--- src/rtl/auto_presser_if.sv ---
// -----------------------------------------------------------------------------
// auto_presser_if
// Button/light bus between the auto-presser and whatever drives and observes it.
//   start       : one-cycle request to begin solving
//   abort       : synchronous cancel back to IDLE
//   lights[7:0] : mismatch mask from the player (1 = button still needs a toggle)
//   presses[7:0]: registered button drive from the auto-presser
//   busy        : solver active (SCAN/PRESS/RELEASE/SETTLE)
//   done        : all lights cleared
//   error       : a pressed button did not clear its light
//   press_count : verified press events, saturating at 15
// master = the side issuing start/abort and providing lights (game / bench)
// slave  = the auto-presser itself
// -----------------------------------------------------------------------------
interface auto_presser_if;
   logic       start;
   logic       abort;
   logic [7:0] lights;
   logic [7:0] presses;
   logic       busy;
   logic       done;
   logic       error;
   logic [3:0] press_count;

   modport master (
      output start, abort, lights,
      input  presses, busy, done, error, press_count
   );

   modport slave (
      input  start, abort, lights,
      output presses, busy, done, error, press_count
   );
endinterface

--- src/rtl/auto_presser.sv ---
// -----------------------------------------------------------------------------
// auto_presser
// Drives the reflex game's buttons from its mismatch lights until the mask is
// clear. Each press event is held HOLD_CYCLES, followed by GAP_CYCLES of release
// and SETTLE_CYCLES of waiting for the player's debounce and lights register,
// after which the targeted lights are checked.
//
// Ports:
//   clock       : rising-edge clock
//   reset       : synchronous, active-high
//   bus (slave) : start/abort/lights in; presses/busy/done/error/press_count out
//
// Build option:
//   AUTO_PRESSER_MULTI_EN : when defined, each event presses the whole mismatch
//                           mask at once; otherwise one button per event,
//                           lowest index first.
// -----------------------------------------------------------------------------
module auto_presser #(
   parameter int HOLD_CYCLES   = 6,
   parameter int GAP_CYCLES    = 3,
   parameter int SETTLE_CYCLES = 2
) (
   input  logic          clock,
   input  logic          reset,
   auto_presser_if.slave bus
);

   typedef enum logic [2:0] {
      IDLE,
      SCAN,
      PRESS,
      RELEASE,
      SETTLE,
      DONE,
      ERROR
   } state_t;

   state_t     state_q,   state_d;
   logic [7:0] cnt_q,     cnt_d;
   logic [7:0] target_q,  target_d;
   logic [7:0] presses_q, presses_d;
   logic       busy_q,    busy_d;
   logic       done_q,    done_d;
   logic       error_q,   error_d;
   logic [3:0] count_q,   count_d;

   // Isolates the lowest set bit of the mask (two's-complement trick).
   logic [7:0] low_bit;
   assign low_bit = bus.lights & (~bus.lights + 8'd1);

   always_comb begin
      state_d   = state_q;
      cnt_d     = cnt_q;
      target_d  = target_q;
      presses_d = presses_q;
      done_d    = done_q;
      error_d   = error_q;
      count_d   = count_q;

      if (bus.abort) begin
         // abort wins over start; press_count is deliberately kept
         state_d   = IDLE;
         presses_d = 8'd0;
         done_d    = 1'b0;
         error_d   = 1'b0;
      end else begin
         unique case (state_q)
            IDLE, DONE, ERROR: begin
               if (bus.start) begin
                  state_d = SCAN;
                  count_d = 4'd0;
                  done_d  = 1'b0;
                  error_d = 1'b0;
               end
            end
            SCAN: begin
               if (bus.lights == 8'd0) begin
                  state_d = DONE;
                  done_d  = 1'b1;
               end else begin
`ifdef AUTO_PRESSER_MULTI_EN
                  target_d = bus.lights;
`else
                  target_d = low_bit;
`endif
                  presses_d = target_d;
                  cnt_d     = 8'(HOLD_CYCLES);
                  state_d   = PRESS;
               end
            end
            PRESS: begin
               if (cnt_q == 8'd1) begin
                  presses_d = 8'd0;
                  cnt_d     = 8'(GAP_CYCLES);
                  state_d   = RELEASE;
               end else begin
                  cnt_d = cnt_q - 8'd1;
               end
            end
            RELEASE: begin
               if (cnt_q == 8'd1) begin
                  cnt_d   = 8'(SETTLE_CYCLES);
                  state_d = SETTLE;
               end else begin
                  cnt_d = cnt_q - 8'd1;
               end
            end
            SETTLE: begin
               if (cnt_q == 8'd1) begin
                  // only the targeted bits are judged; others may move freely
                  if ((bus.lights & target_q) == 8'd0) begin
                     if (count_q != 4'd15) count_d = count_q + 4'd1;
                     state_d = SCAN;
                  end else begin
                     state_d = ERROR;
                     error_d = 1'b1;
                  end
               end else begin
                  cnt_d = cnt_q - 8'd1;
               end
            end
            default: state_d = IDLE;
         endcase
      end

      // busy is registered from the next state so it tracks state_q exactly
      busy_d = (state_d == SCAN) || (state_d == PRESS) ||
               (state_d == RELEASE) || (state_d == SETTLE);
   end

   always_ff @(posedge clock) begin
      if (reset) begin
         state_q   <= IDLE;
         cnt_q     <= 8'd0;
         presses_q <= 8'd0;
         busy_q    <= 1'b0;
         done_q    <= 1'b0;
         error_q   <= 1'b0;
         count_q   <= 4'd0;
      end else begin
         state_q   <= state_d;
         cnt_q     <= cnt_d;
         presses_q <= presses_d;
         busy_q    <= busy_d;
         done_q    <= done_d;
         error_q   <= error_d;
         count_q   <= count_d;
      end
      // target is pure data, only meaningful after a SCAN loads it
      target_q <= target_d;
   end

   assign bus.presses     = presses_q;
   assign bus.busy        = busy_q;
   assign bus.done        = done_q;
   assign bus.error       = error_q;
   assign bus.press_count = count_q;

endmodule

--- src/flat_wrapper.sv ---
// flat-port wrapper written by rule: the top's interface ports become plain ports
module auto_presser_flat 
#(
   parameter int HOLD_CYCLES   = 6,
   parameter int GAP_CYCLES    = 3,
   parameter int SETTLE_CYCLES = 2
)
  (clock, reset, bus_start, bus_abort, bus_lights, bus_presses, bus_busy, bus_done, bus_error, bus_press_count);
  auto_presser_if bus_i ();
  input  logic clock;
  input  logic reset;
  input wire logic [$bits(bus_i.start)-1:0] bus_start;
  input wire logic [$bits(bus_i.abort)-1:0] bus_abort;
  input wire logic [$bits(bus_i.lights)-1:0] bus_lights;
  output wire logic [$bits(bus_i.presses)-1:0] bus_presses;
  output wire logic [$bits(bus_i.busy)-1:0] bus_busy;
  output wire logic [$bits(bus_i.done)-1:0] bus_done;
  output wire logic [$bits(bus_i.error)-1:0] bus_error;
  output wire logic [$bits(bus_i.press_count)-1:0] bus_press_count;
  assign bus_i.start = bus_start;
  assign bus_i.abort = bus_abort;
  assign bus_i.lights = bus_lights;
  assign bus_presses = bus_i.presses;
  assign bus_busy = bus_i.busy;
  assign bus_done = bus_i.done;
  assign bus_error = bus_i.error;
  assign bus_press_count = bus_i.press_count;
  auto_presser #(.HOLD_CYCLES(HOLD_CYCLES), .GAP_CYCLES(GAP_CYCLES), .SETTLE_CYCLES(SETTLE_CYCLES)) u_core (.clock(clock), .reset(reset), .bus(bus_i));
endmodule
--- config.mk ---
export PLATFORM = sky130hd
export DESIGN_NAME = auto_presser_flat
export DESIGN_NICKNAME = d
export VERILOG_FILES = /design/src/rtl/auto_presser_if.sv /design/src/rtl/auto_presser.sv /design/src/flat_wrapper.sv
export SDC_FILE = /design/constraint.sdc
export NUM_CORES = 1
export LEC_CHECK = 0
export CAP_MARGIN = 15
export CORE_UTILIZATION = 48
export DETAILED_ROUTE_END_ITERATION = 12
export PLACE_DENSITY = 0.72
export SETUP_SLACK_MARGIN = 0.4
export SLEW_MARGIN = 5
export SYNTH_ARGS = -nofsm -noshare
export SYNTH_HDL_FRONTEND = slang
export SYNTH_SLANG_ARGS = --single-unit
--- constraint.sdc ---
create_clock -name clock -period 2.3 [get_ports clock]
set_clock_uncertainty 0.05 [all_clocks]
set_input_delay 0.345 -clock clock [delete_from_list [all_inputs] [get_ports clock]]
set_output_delay 0.345 -clock clock [all_outputs]
set_load 0.01 [all_outputs]
; ---- Word-level counts from Yosys, hierarchy flattened
; Index checks and enable logic that the tools add are counted.
[word_totals]
ff_bits = 34
in_bits = 12
output_inout_bits = 15
elab_cells = 82
[classes]
add_sub_neg = 3
n_eq_ne = 21
n_mux = 27
n_bitwise = 5
reduce_logical = 18
[ops]
columns = operator, n
row1 = $mux W8, 6
row2 = $pmux W8 S4, 1
row3 = $mux W3, 7
row4 = $and A8 B8 Y8, 2
row5 = $logic_not A8 Y1, 2
row6 = $mux W4, 4
row7 = $pmux W8 S2, 1
row8 = $pmux W3 S5, 1
row9 = $eq A3 B2 Y1 const B, 4
row10 = $eq A3 B3 Y1 const B, 4
row11 = $ne A2 B1 Y1 const B, 5
row12 = $reduce_and A3 Y1, 3
row13 = $add A8 B1 Y8 const B, 1
row14 = $eq A8 B1 Y1 const B, 1
row15 = $ne A2 B2 Y1 const B, 4
row16 = $not A8 Y8, 1
row17 = $pmux W4 S2, 1
row18 = $reduce_and A4 Y1, 2
row19 = $sub A8 B1 Y8 const B, 1
row20 = $eq A3 B1 Y1 const B, 2
row21 = $reduce_and A6 Y1, 1
row22 = $reduce_bool A2 Y1, 3
row23 = $add A4 B1 Y4 const B, 1
row24 = $mux W1, 4
row25 = other kinds (8), 12

; ---- Logic depth before layout (Yosys ltp)
; Gate-level depths: netlist (run 1).
[depth]
ltp_word = 10
ltp_mapped = 7
ltp_nobuf = 7

; ---- Worst setup path before layout (run 1)
; OpenSTA, ideal clock, no wires.
[synth_path]
path_kind = register -> register
start = register u_core.state_q[0]
end = register u_core.target_q[0] (enable)
setup_ps = 371
arrival_time_ps = 1679
t_required_ps = 1879
setup_slack_ps = 199
path_stages_with_launch = 6
n_path_buf = 1
synth_period_minus_slack_ps = 2101
path_cell_list = dfxtp_1 -> or3b_1 -> o21ba_1 -> clkbuf_1 -> inv_2 -> nor2_1
[synth_between]
elab_chain_cells = 2
[synth_rtl]
columns = item, line_no
row1 = "start, declared", auto_presser.sv:38  ; state_t state_q, state_d;
row2 = "start signal, assigned", auto_presser.sv:141  ; state_q <= state_d;
row3 = $eq A3 B1 Y1, auto_presser.sv:67  ; unique case (state_q)
row4 = $reduce_and A3 Y1 (no line), -
row5 = "end signal, assigned", auto_presser.sv:150  ; target_q <= target_d;
row6 = "end, declared", auto_presser.sv:40  ; logic [7:0] target_q, target_d;
; Every way passes these cells.
; A chain may end at the register's enable or synchronous reset.

; ---- Worst setup path in the final report (run 1)
[layout_path]
start = register u_core.state_q[2]
end = register u_core.busy_q (netlist: u_core.bus.busy)
[layout_between]
elab_chain_cells = 8
word_cells_on_any_way = 21
classes_between = eq/ne: 10 / mux: 6 / reduce/logical: 5
[layout_rtl]
columns = item, line_no
row1 = $eq A3 B3 Y1 / $logic_not A3 Y1 (equally long branches), auto_presser.sv:67
row2 = $reduce_or A3 Y1, auto_presser.sv:67
row3 = $pmux W3 S5 *, auto_presser.sv:67
row4 = $mux W3 *, auto_presser.sv:60  ; if (bus.abort) begin
row5 = $eq A3 B1 Y1 / $eq A3 B2 Y1 (equally long branches), auto_presser.sv:127  ; busy_d = (state_d == SCAN) || (state_d == PRESS) ||
row6 = $logic_or A1 B1 Y1 (2 in a row), auto_presser.sv:127
row7 = $logic_or A1 B1 Y1 *, auto_presser.sv:128  ; (state_d == RELEASE) || (state_d == SETTLE);
row8 = "end signal, assigned", auto_presser.sv:144  ; busy_q <= busy_d;
row9 = "end, declared", auto_presser.sv:42  ; logic busy_q, busy_d;
; Every way passes the cells marked *; elsewhere a longest branch is shown, timed or not.

==> results of run 1 <==
final cells by class:
type / count / share of cell area
Inverter: 6 / 0.00826
Multi-Input combinational cell: 153 / 0.456
Timing Repair Buffer: 63 / 0.196
Clock buffer: 6 / 0.0303
Tap cell: 46 / 0.0211
Sequential cell: 34 / 0.284
Clock inverter: 2 / 0.00459
final timing paths:
path	end	slack, ps	from
setup / recovery	u_core.bus.busy	360	u_core.state_q[2]
hold reg to reg	u_core.bus.presses[7]	410	u_core.bus.presses[7]
hold / removal	u_core.bus.presses[7]	410	u_core.bus.presses[7]
setup reg to reg	u_core.bus.busy	360	u_core.state_q[2]
flip-flops by register name, indices dropped and copies added, names as in the netlist:
signal and cells:
u_core.bus.presses 8, u_core.cnt_q 8, u_core.target_q 8, u_core.bus.press_count 4, u_core.state_q 3, u_core.bus.busy 1
u_core.bus.done 1, u_core.bus.error 1
synthesized netlist by cell type (4+ instances only):
cell | count | area (µm²)
nor2_1 | 21 | 78.8
nor2b_1 | 9 | 56.3
or4_1 | 4 | 30.0
o31ai_1 | 4 | 30.0
a21oi_1 | 18 | 90.1
edfxtp_1 | 8 | 240
dfxtp_1 | 26 | 521
o21ai_1 | 5 | 25.0
nand2_1 | 13 | 48.8
nand2b_1 | 4 | 25.0
nand3_1 | 5 | 25.0
clkbuf_1 | 4 | 15.0
a22oi_1 | 11 | 82.6
inv_1 | 5 | 18.8
routing by layer:
layer	track usage	wire length, µm	vias up	share of wire
li1	-	-	889	-
met1	0.331	2300	931	0.38
met2	0.469	2970	123	0.50
met3	0.0688	483	29	0.081
met4	0.0938	216	0	0.036
met5	0	0	-	0
timing repair:
action / CTS / global route
gates resized for setup: 32 / 38
cloned: 1 / 0
hold buffers: 0 / 0
setup endpoints to repair: 30 / 30
buffers inserted: 9 / 7
pin swaps: 9 / 18
logic make-up (layout without fill, tap and decap cells):
family / after synthesis / after routing / share of synthesized area
mux: 2 / 2 / 0.0118
fa+ha+maj: 3 / 3 / 0.0208
simple gates: 81 / 81 / 0.266
buf+inv: 12 / 77 / 0.0263
compound gates: 66 / 67 / 0.255
flops: 34 / 34 / 0.421
critical path, stage by stage, from the launching register on:
cell	delay, ps
dfxtp_4	400
buf_4	180
nor2b_1	300
a21boi_1	300
o31ai_2	120
and3_4	200
mux2_1	290
report_power, final:
group	internal [mW]	switching, mW	total, mW
clock network	0.240	0.224	0.464
logic	0.0921	0.112	0.204
registers	0.617	0.00908	0.626
through the flow:
step	setup slack, ps	power (mW)	TNS, ps	hold WS (ps)	area [µm²]
after CTS	338	1.26	0	414	2540
after floorplan	400	0.719	0	394	1820
final	362	1.29	0	411	2730
after detailed placement	-125	0.794	-733	406	2270
after global placement	-68.0	0.788	-175	391	2270
after global routing	309	1.34	0	426	2730
==> impl_metrics.toml, run 1 <==
[status]
status = "completed"

[timing]
worst_pin_slew_ps = 703
finalSetupViolCount = 0
slew_viol_final = 0
max_freq_ghz = 0.516
period_share = 0.843
slew_headroom = 0.525
hold_viol = 0
layout_min_cycle_time_ps = 1940
rsz0062_at_grt = "yes"

[detailed_routing]
drt_iter0_drc = 164
antenna_left = 0
wl_per_cell_um = 19.3
dr.pass1.iters = 4
vias = 1972
drc = 0
finalWirelength_mm = 5.97
viasPerCell = 6.36

[yosys]
ys_async_sr_fraction = 0
synth_ff_type = "dfxtp_1"
ys_seq_area_frac = 0.421
syn-num-nets = 213
synth_edf_count = 8
synth_area_um2 = 1810
synthCells = 198
synth_cell_type_count = 58
synth_warnings = 0
ys_seq_elements = 34
avgSynthCellArea_um2 = 9.13

[power_and_ir_drop]
p_leak_nw = 0.972
p_per_area_nw_per_um2 = 474
ir_worst_vdd_uv = 345

[critical_path]
rr_worst_depth = 6
worst_setup_path_end_kind = "flip-flop"
worst-setup-path-type = "reg2reg"
crit_path_max_fanout = 8
arrival_ps = 2070
startpoint_type = "flip-flop"
worstPathRequired_ps = 2430

[place]
dp_cells = 285
port_buffers = 26
routabilityCongestion = 0.857
hpwl_mm = 3.37

[floorplan]
placementRows = 21
die_x_um = 63.4
coreArea_um2 = 3470
die-area_um2 = 4020
ioPinCount = 27
start_util = 0.521
die_h_um = 63.4

[layout]
seq_area_um2 = 774
diodes = 0
final_common_cell = "buf_4"
n_fill_cell = 213
fin_cells = 310
drive_above_1_share = 0.383
multi_input_area_um2 = 1240
nets = 278
area_growth_pct = 50.9
final_cell_mix = "34 x buf_4, 21 x dfxtp_1, 18 x nor2_1, 18 x clkdlybuf4s50_1, 15 x a21oi_1"
fin_util = 0.786

[cts]
cts_sinks = 34
tritoncts = "built"
path_clk_slew_ps = 70
clock_path_buffers = 2
numCtsBuffers = 5
clock_latency_ps = 290
htreeDepth = 2
clock-root-buffer = "clkbuf_8"

[min_path]
hp-class = "reg2reg"
holdPathStages = 2

[grt]
grt_max_degree = 12
grt_pass1_vias = 1742
grtUsageTotal = 0.274
grt_pass1_wl_mm = 8.49
antenna_found_initial = 0
overflow = 0

[flow_run]
maxCapViolCount = 0
Power figures use the tool's default switching activity.
==> run 2: changes to the inputs <==
--- a/config.mk
+++ b/config.mk
@@ -6,9 +6,9 @@
 export NUM_CORES = 1
 export LEC_CHECK = 0
 export CAP_MARGIN = 15
-export CORE_UTILIZATION = 48
+export CORE_UTILIZATION = 53
 export DETAILED_ROUTE_END_ITERATION = 12
-export PLACE_DENSITY = 0.72
+export PLACE_DENSITY = 0.75
 export SETUP_SLACK_MARGIN = 0.4
 export SLEW_MARGIN = 5
 export SYNTH_ARGS = -nofsm -noshare
==> constraint.sdc (replaced) <==
create_clock -name clock -period 1.9 [get_ports clock]
set_clock_uncertainty 0.05 [all_clocks]
set_input_delay 0.285 -clock clock [delete_from_list [all_inputs] [get_ports clock]]
set_output_delay 0.285 -clock clock [all_outputs]
set_load 0.01 [all_outputs]
==> run 2 against run 1 <==
The run now ends with setup timing left. Cell count rose by 1.9%. Routed wire length rose by 24%. Global-route usage rose by 7.7 points. Final area rose by 5.0%. Utilization rose by 12 points. Power rose by 13%. Clock power fell by 12%. Register-to-register slack got worse by 470 ps. Combinational power rose by 42%. Sequential cell count did not move. Sequential share of layout area fell by 1.4 points. Non-clock buffer count rose by 9. Largest cell class unchanged.
==> impl_metrics.toml, run 2 (synthesized netlist as in run 1, its figures left out) <==
[status]
status = "complete, but fails checks"
violations = "setup timing"

[timing]
rsz0062_at_grt = "yes"
slew_viol_final = 0
worst_slack_ps = -106
period_share = 1.06
slew_headroom = 0.658
worst_pin_slew_ps = 512
hold_viol = 0
max_freq_ghz = 0.499
layout_min_cycle_time_ps = 2010
finalSetupViolCount = 11

[detailed_routing]
dr.pass1.iters = 5
vias = 2160
viasPerCell = 6.84
wl_per_cell_um = 23.5
drt_iter0_drc = 292
drc = 0
antenna_left = 0
finalWirelength_mm = 7.43

[floorplan]
start_util = 0.573
placementRows = 20
die_h_um = 60.4
die_x_um = 60.4
ioPinCount = 27
die-area_um2 = 3650
coreArea_um2 = 3150

[place]
port_buffers = 26
postPlaceCellArea_um2 = 2370
routabilityCongestion = 0.853
hpwl_mm = 3.42

[grt]
grt_max_degree = 16
grt_pass1_wl_mm = 9.07
grt_pass1_vias = 1878
grtUsageTotal = 0.351
overflow = 0
antenna_found_initial = 0

[critical_path]
worstPathRequired_ps = 2090
crit_path_max_fanout = 8
worst_setup_path_end_kind = "flip-flop"
startpoint_type = "flip-flop"
worst-setup-path-type = "reg2reg"
arrival_ps = 2200

[cts]
clock_latency_ps = 360
clock_path_buffers = 2
numCtsBuffers = 5
tritoncts = "built"
clock-root-buffer = "clkbuf_4"
cts_sinks = 34
path_clk_slew_ps = 110
cts_hold_buf = 0
htreeDepth = 2

[layout]
nets = 287
fin_area_um2 = 2870
fin_util = 0.909
area_growth_pct = 58.5
final_cell_mix = "36 x buf_4, 21 x dlygate4sd2_1, 17 x nor2_1"
final_common_cell = "buf_4"
diodes = 0
drive_above_1_share = 0.445

[power_and_ir_drop]
p_per_area_nw_per_um2 = 509
ir_worst_vdd_uv = 367
p_leak_nw = 1.10

[min_path]
hp-class = "in2reg"

[flow_run]
maxCapViolCount = 0
-- run 2: path summary, 6_finish.rpt --
| kind | startpoint | to | slack (ps) | cells after the start |
|---|---|---|---|---|
| setup / recovery | u_core.state_q[2] | u_core.cnt_q[5] | -110 | 7 |
| hold / removal | bus_lights[2] | u_core.target_q[3] | 420 | 3 |
| setup reg to reg | u_core.state_q[2] | u_core.cnt_q[5] | -110 | 7 |
| hold reg to reg | u_core.bus.press_count[3] | u_core.bus.press_count[3] | 460 | 2 |
-- run 2: repair_timing --
| item | CTS | global route |
|---|---|---|
| pin swaps | 24 | 23 |
| gates cloned | 1 | 0 |
| buffers inserted | 15 | 6 |
| resized for setup | 57 | 36 |
| endpoints found under the setup margin | 51 | 35 |
-- run 2: routing by layer --
layer / global-route usage / vias to the layer above / share of wire
met2: 0.619 / 171 / 0.48
met4: 0.113 / 0 / 0.066
li1: - / 907 / -
met3: 0.0789 / 65 / 0.082
met1: 0.424 / 1017 / 0.37
met5: 0 / - / 0
-- run 2: area by class of cell --
cell class              instances  area [µm²]
well taps                      44        55.1
inverters                       6        25.0
clock inverters                 2        10.0
fillers                       129         288
clock buffers                   5        37.5
repair buffers                 72         618
flip-flops and latches         34         773
multi-input cells             153        1350
-- run 2: where the power goes --
part	switching (mW)	internal (mW)	leakage [nW]	total, mW
clock network	0.274	0.133	0.0308	0.407
logic	0.162	0.128	0.776	0.290
registers	0.00984	0.750	0.290	0.760
total	0.446	1.01	1.10	1.46
-- run 2: worst max-delay path, stage by stage, from the launching register on --
cell	delay [ps]
dfxtp_2	350
buf_4	170
or4b_4	530
buf_4	170
o22ai_4	220
a21oi_1	130
o21ai_1	180
a21oi_1	100
-- run 2: metrics by stage --
step / TNS (ps) / instances / worst slack [ps] / hold slack [ps] / power, mW
2_1_floorplan: 0 / 198 / 86.8 / 334 / 0.882
3_3_place_gp: -8850 / 287 / -384 / 398 / 0.966
3_5_place_dp: -10700 / 287 / -478 / 399 / 0.975
4_1_cts: 0 / 310 / 5.56 / 411 / 1.38
5_1_grt: -1170 / 316 / -175 / 438 / 1.50
6_report: -498 / 316 / -106 / 417 / 1.46
